## src/rtl/pic_ack_sequencer.sv

```systemverilog
// pic_ack_sequencer: interrupt-acknowledge controller for the PIC.
// It resolves priority across masked IRR requests against the in-service
// register, raises int to the CPU and walks the two-pulse INTA handshake.
// Along the way it commits the winning level to ISR, strobes the IRR clear
// and drives the vector. It also services EOI commands and automatic EOI.
module pic_ack_sequencer #(
    parameter int VECTOR_W = 8
) (
    input  logic                clk_i,
    input  logic                reset_i,
    input  logic [7:0]          irr_i,
    input  logic                inta_i,
    input  logic                eoi_i,
    input  logic                eoi_specific_i,
    input  logic [2:0]          eoi_level_i,
    input  logic                aeoi_i,
    input  logic [4:0]          vector_base_i,
    output logic                int_o,
    output logic [7:0]          isr_o,
    output logic                reset_irr_bit_o,
    output logic [7:0]          irr_clear_mask_o,
    output logic [VECTOR_W-1:0] data_out_o,
    output logic                data_oe_o
);

    localparam logic [2:0] S_IDLE  = 3'd0;
    localparam logic [2:0] S_REQ   = 3'd1;
    localparam logic [2:0] S_ACK1  = 3'd2;
    localparam logic [2:0] S_WAIT2 = 3'd3;
    localparam logic [2:0] S_ACK2  = 3'd4;

    // Index of the lowest set bit (highest priority), or 8 when none is set.
    function automatic logic [3:0] lowest_idx(input logic [7:0] v);
        logic [3:0] idx;
        idx = 4'd8;
        for (int i = 7; i >= 0; i--) begin
            if (v[i]) begin
                idx = 4'(i);
            end
        end
        return idx;
    endfunction

    logic [2:0]          state_q, state_d;
    logic                inta_dly_q;
    logic                int_q, int_d;
    logic [7:0]          isr_q, isr_d;
    logic                rst_irr_q, rst_irr_d;
    logic [7:0]          clr_mask_q, clr_mask_d;
    logic [VECTOR_W-1:0] dout_q, dout_d;
    logic                doe_q, doe_d;
    logic [2:0]          lvl_q, lvl_d;
    logic                spur_q, spur_d;

    logic [3:0]          req_idx;
    logic [3:0]          isr_idx;
    logic                qualified;
    logic                inta_rise;
    logic                inta_fall;
    logic [7:0]          isr_set;
    logic [7:0]          isr_clr;

    assign req_idx   = lowest_idx(irr_i);
    assign isr_idx   = lowest_idx(isr_q);
    assign qualified = (irr_i != 8'd0) && (req_idx < isr_idx);
    assign inta_rise = inta_i & ~inta_dly_q;
    assign inta_fall = ~inta_i & inta_dly_q;

    // Next-state, ISR update and registered-output decode for the handshake.
    always_comb begin
        state_d    = state_q;
        lvl_d      = lvl_q;
        spur_d     = spur_q;
        dout_d     = dout_q;
        rst_irr_d  = 1'b0;
        clr_mask_d = 8'd0;
        isr_set    = 8'd0;
        isr_clr    = 8'd0;

        // EOI is honoured in every state; the clear is applied before any set.
        if (eoi_i) begin
            if (eoi_specific_i) begin
                isr_clr = 8'd1 << eoi_level_i;
            end else if (isr_q != 8'd0) begin
                isr_clr = 8'd1 << isr_idx[2:0];
            end
        end

        case (state_q)
            S_IDLE, S_REQ: begin
                if (inta_rise) begin
                    state_d = S_ACK1;
                    if (irr_i != 8'd0) begin
                        lvl_d      = req_idx[2:0];
                        spur_d     = 1'b0;
                        isr_set    = 8'd1 << req_idx[2:0];
                        rst_irr_d  = 1'b1;
                        clr_mask_d = 8'd1 << req_idx[2:0];
                    end else begin
                        // Request vanished under the acknowledge: answer with level 7.
                        lvl_d  = 3'd7;
                        spur_d = 1'b1;
                    end
                end else if ((state_q == S_IDLE) && qualified) begin
                    state_d = S_REQ;
                end else if ((state_q == S_REQ) && !qualified) begin
                    state_d = S_IDLE;
                end
            end
            S_ACK1: begin
                if (inta_fall) begin
                    state_d = S_WAIT2;
                end
            end
            S_WAIT2: begin
                if (inta_rise) begin
                    state_d = S_ACK2;
                    dout_d  = VECTOR_W'({vector_base_i, lvl_q});
                end
            end
            S_ACK2: begin
                if (inta_fall) begin
                    state_d = S_IDLE;
                    if (aeoi_i && !spur_q) begin
                        isr_clr = isr_clr | (8'd1 << lvl_q);
                    end
                end
            end
            default: begin
                state_d = S_IDLE;
            end
        endcase

        // Set wins over a same-cycle clear of the same bit.
        isr_d = (isr_q & ~isr_clr) | isr_set;
        int_d = (state_d == S_REQ) || (state_d == S_ACK1) || (state_d == S_WAIT2);
        doe_d = (state_d == S_ACK2);
    end

    // State and output registers; reset forces IDLE and cancels any handshake at once.
    always_ff @(posedge clk_i or posedge reset_i) begin
        if (reset_i) begin
            state_q    <= S_IDLE;
            inta_dly_q <= 1'b0;
            int_q      <= 1'b0;
            isr_q      <= 8'd0;
            rst_irr_q  <= 1'b0;
            clr_mask_q <= 8'd0;
            dout_q     <= '0;
            doe_q      <= 1'b0;
            lvl_q      <= 3'd0;
            spur_q     <= 1'b0;
        end else begin
            state_q    <= state_d;
            inta_dly_q <= inta_i;
            int_q      <= int_d;
            isr_q      <= isr_d;
            rst_irr_q  <= rst_irr_d;
            clr_mask_q <= clr_mask_d;
            dout_q     <= dout_d;
            doe_q      <= doe_d;
            lvl_q      <= lvl_d;
            spur_q     <= spur_d;
        end
    end

    assign int_o            = int_q;
    assign isr_o            = isr_q;
    assign reset_irr_bit_o  = rst_irr_q;
    assign irr_clear_mask_o = clr_mask_q;
    assign data_out_o       = dout_q;
    assign data_oe_o        = doe_q;

endmodule

```

## config.mk

```make
export PLATFORM = sky130hd
export DESIGN_NAME = pic_ack_sequencer
export DESIGN_NICKNAME = d
export VERILOG_FILES = /design/src/rtl/pic_ack_sequencer.sv
export SDC_FILE = /design/constraint.sdc
export NUM_CORES = 1
export LEC_CHECK = 0
export ABC_AREA = 1
export CAP_MARGIN = 5
export CORE_MARGIN = 2
export CORE_UTILIZATION = 53
export DETAILED_ROUTE_END_ITERATION = 8
export PLACE_DENSITY = 0.85
export SKIP_CTS_REPAIR_TIMING = 1
export SLEW_MARGIN = 40
export SYNTH_ARGS = -nofsm -noshare
export SYNTH_HDL_FRONTEND = slang
export SYNTH_SLANG_ARGS = --single-unit
```

## constraint.sdc

```tcl
create_clock -name clk_i -period 5.5 [get_ports clk_i]
set_clock_uncertainty 0.05 [all_clocks]
set_input_delay 1.1 -clock clk_i [delete_from_list [all_inputs] [get_ports clk_i]]
set_output_delay 1.1 -clock clk_i [all_outputs]
set_load 0.05 [all_outputs]
```

After elaboration in Yosys (flattened, before gate mapping)
Index checks and enable logic that the tools add are counted.
Storage, ports and cells
  input bits: 22
  word-level logic and storage cells: 82
  register bits: 35
Operators by class
  reduce and logical (&&, ||, !) cells: 14
  shifts and indexed selects: 4
  bitwise gates (word level): 8
  eq/ne operators: 8
  order comparisons: 1
  muxes and demuxes: 37
Operators with widths (count)
  8-bit two-way mux: 9
  4-bit two-way mux: 16
  1-bit by 3-bit << shifter with 8-bit output, first input constant: 4
  3-bit two-way mux: 7
  8-bit OR: 2
  8-bit nonzero test: 2
  3-bit by 2-bit == test with 1-bit output, second input constant: 4
  3-bit case mux with 4 select lines: 1
  8-bit bitwise AND: 1
  8-bit inverter: 1
  3-bit by 1-bit == test with 1-bit output, second input constant: 2
  3-bit == test, second input constant: 2
  1-bit logical AND: 4
  4-bit less-than comparator: 1
  1-bit two-way mux: 4
  2-bit AND reduction: 2
  3-bit logical NOT: 1
  1-bit bitwise AND: 2
  1-bit logical NOT: 2
  1-bit logical OR: 2
  1-bit inverter: 2
  2-bit OR reduction: 1

Longest topological paths before layout
  depth after elaboration: 19
  depth in mapped cells: 14
  mapped depth without buffers: 14

Least setup slack after synthesis
Ideal clock, no wire load.
  kind: input to register
  from: in irr_i[6]
  to: reg int_q, in the netlist int_o
  library setup time: 0.069 ns
  required time: 5.381 ns
  cell stages on the path: 7
  arrival time: 2.345 ns
  path buffers: 0
  slack: 3.036 ns
  path through: nor2_1 > nand3_1 > nor2_1 > ha_1 > a2111oi_0 > nand2_1 > nand3_1
Between the ends
  longest elaborated chain between the ends: 18
  elaborated cells between the ends (all ways): 22
Ends and longest elaborated chain
  from (decl): RTL line 11  | input logic [7:0] irr_i,
  4-bit two-way mux (7 in a row): RTL line 37  | if (v[i]) begin
  4-bit less-than comparator: RTL line 65  | assign qualified = (irr_i != 8'd0) && (req_idx < isr_idx);
  1-bit logical AND *: RTL line 65
  1-bit logical NOT: RTL line 106  | end else if ((state_q == S_REQ) && !qualified) begin
  1-bit logical AND: RTL line 106
  3-bit two-way mux: RTL line 106
  3-bit two-way mux *: RTL line 104  | end else if ((state_q == S_IDLE) && qualified) begin
  3-bit two-way mux *: RTL line 91  | if (inta_rise) begin
  3-bit case mux with 4 select lines *: RTL line 89  | case (state_q)
  3-bit by 1-bit == test with 1-bit output or 3-bit by 2-bit == test with 1-bit output (tied branches): RTL line 136  | int_d = (state_d == S_REQ) || (state_d == S_ACK1) || (state_d == S_WAIT2);
  1-bit logical OR: RTL line 136
  1-bit logical OR *: RTL line 136
  via int_d: RTL line 46  | logic int_q, int_d;
  to (signal assigned): RTL line 156  | int_q <= int_d;
  to (decl): RTL line 46
The timed path passes the listed nets; every way through them passes the cells marked *.
A chain may end at the register's enable or synchronous reset.

Worst setup path in the final report
Ends and elaborated chain as after synthesis.

==> load_flow_metrics.sql <==
INSERT INTO impl_metrics (metric_group, metric, value, unit) VALUES
('outcome', 'run_status', 'finished, final reports clean', ''),
('floorplan', 'io_pins', '49', ''),
('synth', 'ys_seq_area_share', '44.6', '%'),
('worst_setup_path', 'start_kind', 'input pin', ''),
('drt', 'postRouteAntennaNets', '0', ''),
('sta', 'worst_slew_pin_slew', '507', 'ps'),
('final_layout', 'layout.cell_area.non_filler', '2620', 'sq um'),
('placement', 'port_buffers', '48', ''),
('final_layout', 'areaGrowthSynthToFinish', '33.4', '%'),
('synth', 'postSynth.asyncResetShare', '100', '%'),
('grt', 'initial_antenna_violation_count', '0', ''),
('synth', 'postSynthRegisterBits', '35', ''),
('synth', 'yosys_warnings', '0', ''),
('synth', 'post_synth_instance_area', '1960', 'sq um'),
('pwr', 'power_frac_seq', '33.6', '%'),
('pwr', 'power.density', '425', 'nW/um^2'),
('worst_setup_path', 'path_class', 'in2reg', ''),
('sta', 'fin_setup_tns', '0', 'ps'),
('drt', 'postRouteWirelength', '4210', 'um'),
('grt', 'grt_first_pass_wirelength', '7600', 'um'),
('grt', 'grt_util_all_layers', '23.3', '%'),
('grt', 'grt_max_degree', '36', ''),
('drt', 'dr.first_iter.drc_count', '123', ''),
('sta', 'setup_slack', '2700', 'ps'),
('pwr', 'part_of_the_power_in_combinational_logic', '45.4', '%'),
('sta', 'finalMaxSlewViolations', '0', ''),
('synth', 'number_of_enable_type_register_cells_in_the_synthesized_netlist', '0', ''),
('cts', 'number_of_buffers_created_by_cts', '5', ''),
('worst_setup_path', 'critPathRequiredTime', '5670', 'ps'),
('drt', 'drt-wirelength-per-cell', '12.5', 'um'),
('hold_path', 'hold_path_class', 'reg2reg', ''),
('drt', 'remaining_drc_errors', '0', ''),
('drt', 'avgViaCountPerCell', '4.99', ''),
('final_layout', 'nNetsFinal', '314', ''),
('sta', 'fmax', '357', 'MHz'),
('drt', 'route.vias.total', '1687', ''),
('worst_setup_path', 'worstPathMaxFanout', '3', ''),
('pwr', 'power.share.clock', '21.0', '%'),
('synth', 'syn_area_per_cell', '8.36', 'sq um'),
('floorplan', 'die_h', '64.9', 'um'),
('cts', 'cts_tree', 'built', ''),
('placement', 'place.gp.congestion', '0.916', ''),
('synth', 'synthCells', '235', ''),
('synth', 'postSynthNetCount', '260', ''),
('grt', 'globalRoute.totalOverflow', '0', ''),
('pwr', 'netSwitchingPower', '0.469', 'mW'),
('cts', 'cts_root_buf', 'clkbuf_8', ''),
('sta', 'report.final.setup_viol', '0', ''),
('final_layout', 'drive_above_1_share', '17.9', '%'),
('final_layout', 'fillerInstances', '297', ''),
('floorplan', 'floorplan.die.width', '64.9', 'um'),
('pwr', 'power.leakage', '1.30', 'nW'),
('pwr', 'irDropWorstVdd', '0.335', 'mV'),
('sta', 'layout_worst_path_cycle_share', '50.9', '%'),
('cts', 'insertion_delay', '290', 'ps'),
('synth', 'ys.flop_type', 'dfrtp_1', ''),
('floorplan', 'fp-row-count', '22', ''),
('floorplan', 'floorplan.die_area', '4210', 'sq um'),
('pwr', 'power.share.switching', '42.1', '%'),
('synth', 'synth_cell_types', '37', ''),
('cts', 'cts_sinks', '35', ''),
('drt', 'drt_pre_antenna_iters', '4', ''),
('cts', 'clkTransAtPathRegs', '70', 'ps'),
('placement', 'placed_cells_incl_taps', '330', ''),
('pwr', 'power.internal', '0.646', 'mW'),
('floorplan', 'initial_utilization', '54.5', '%'),
('worst_setup_path', 'end_kind', 'register', ''),
('cts', 'cts.path.max_buffers', '2', ''),
('sta', 'final-hold-violation-count', '0', ''),
('sta', 'timing.slew.headroom', '66.1', '%'),
('job', 'max-cap-violations', '0', ''),
('final_layout', 'diodes', '0', ''),
('cts', 'cts-htree-levels', '2', ''),
('floorplan', 'core_area', '3610', 'sq um'),
('placement', 'dpl_worst_slack', '2430', 'ps'),
('worst_setup_path', 'worst-endpoint-arrival', '2970', 'ps'),
('sta', 'hold_ws', '452', 'ps'),
('final_layout', 'post_layout_nonfiller_instances', '338', ''),
('grt', 'grt_pass1_vias', '1746', ''),
('placement', 'postPlaceCellArea', '2500', 'sq um'),
('placement', 'place_hpwl', '3380', 'um'),
('sta', 'grt_setup_unrepaired', 'no', ''),
('sta', 'period_needed', '2800', 'ps');
## worst paths after layout
check / from / cells past startpoint / end / slack, ps
min in group asynchronous: reset_i / 3 / irr_clear_mask_o[2] / 1160
worst min-delay path: data_out_o[1] / 2 / data_out_o[1] / 450
worst min register to register: data_out_o[1] / 2 / data_out_o[1] / 450
worst max register to register: isr_o[5] / 8 / int_o / 3390
max in group asynchronous: reset_i / 3 / int_o / 3930
worst max-delay path: irr_i[6] / 8 / int_o / 2700
## metal layers
| metal | GRT usage, % | up-vias | share of wire, % |
|---|---|---|---|
| met5 | 0 | - | 0 |
| met4 | 6.38 | 0 | 1.1 |
| met3 | 5.73 | 6 | 5.3 |
| met2 | 39.6 | 52 | 52 |
| met1 | 29.5 | 770 | 42 |
| li1 | - | 859 | - |
## cells in the mapped netlist (3+ instances only)
library cell	count	area share, %
nor3_1	3	0.76
ha_1	3	1.9
mux2_2	3	1.7
nor2_4	3	1.7
nor2_2	6	1.9
o211ai_1	3	1.1
dfrtp_1	35	45
o21ai_0	7	1.8
inv_2	12	2.3
nand3_1	8	2.0
o21ai_1	3	0.76
inv_1	33	6.3
nor3_2	5	2.5
a21oi_1	8	2.0
nand2_1	59	11
nor2_1	16	3.1
## registers in the layout, summed over array words and instances (netlist names), 3 cells and up
signal	cells
isr_o	8
irr_clear_mask_o	8
data_out_o	8
lvl_q	3
state_q	3
## cells by family after synthesis
family | Yosys count | share of synthesized area, %
mux | 5 | 3.25
simple gates | 111 | 29.6
flops | 35 | 44.6
compound gates | 32 | 11.0
fa+ha+maj | 3 | 1.91
buf+inv | 49 | 9.75
## critical path, stage by stage
cell and delay [ps]:
clkdlybuf4s50_1 420, nor2_1 170, nand3_1 120, nor2_1 230
ha_1 290, a2111oi_0 410, nand2_1 140, nand3_1 90
## power by group through the flow
stage | Sequential (mW) | Combinational, mW | Clock, mW
3_3_place_gp | 0.376 | 0.495 | 0
4_1_cts | 0.375 | 0.508 | 0.238
3_5_place_dp | 0.378 | 0.504 | 0
2_1_floorplan | 0.524 | 0.202 | 0
5_1_grt | 0.385 | 0.546 | 0.253
6_report | 0.375 | 0.506 | 0.234
## layout make-up
type                            instances  area (sq um)  area share (%)
Inverter                               47           181            6.92
Sequential cell                        35           876            33.4
Tap cell                               48          60.1            2.29
Clock buffer                            6          82.6            3.15
Multi-Input combinational cell        151           897            34.2
Timing Repair Buffer                   49           488            18.6
Clock inverter                          2          35.0            1.34
## per-stage QoR
stage	power, mW	utilization (%)
2_1_floorplan	0.726	-
3_3_place_gp	0.871	69.4
3_5_place_dp	0.882	69.4
4_1_cts	1.12	72.7
5_1_grt	1.18	72.7
6_report	1.11	72.7
## cells in the final DEF, fill, tap and decap left out, types with 2 or more instances in the layout
cell             netlist  layout
a21oi_1                8       8
a22oi_1                2       2
clkbuf_8               0       6
clkdlybuf4s50_1        0      48
dfrtp_1               35      35
ha_1                   3       3
inv_1                 33      33
inv_2                 12      12
inv_4                  2       2
mux2_2                 3       3
mux2_4                 2       2
nand2_1               59      59
nand2_2                2       2
nand3_1                8       8
nor2_1                16      16
nor2_2                 6       6
nor2_4                 3       3
nor2_8                 2       2
nor3_1                 3       3
nor3_2                 5       5
o211ai_1               3       3
o21ai_0                7       7
o21ai_1                3       3
o21bai_1               2       2
Note: power is estimated with default switching activity, not from simulation.
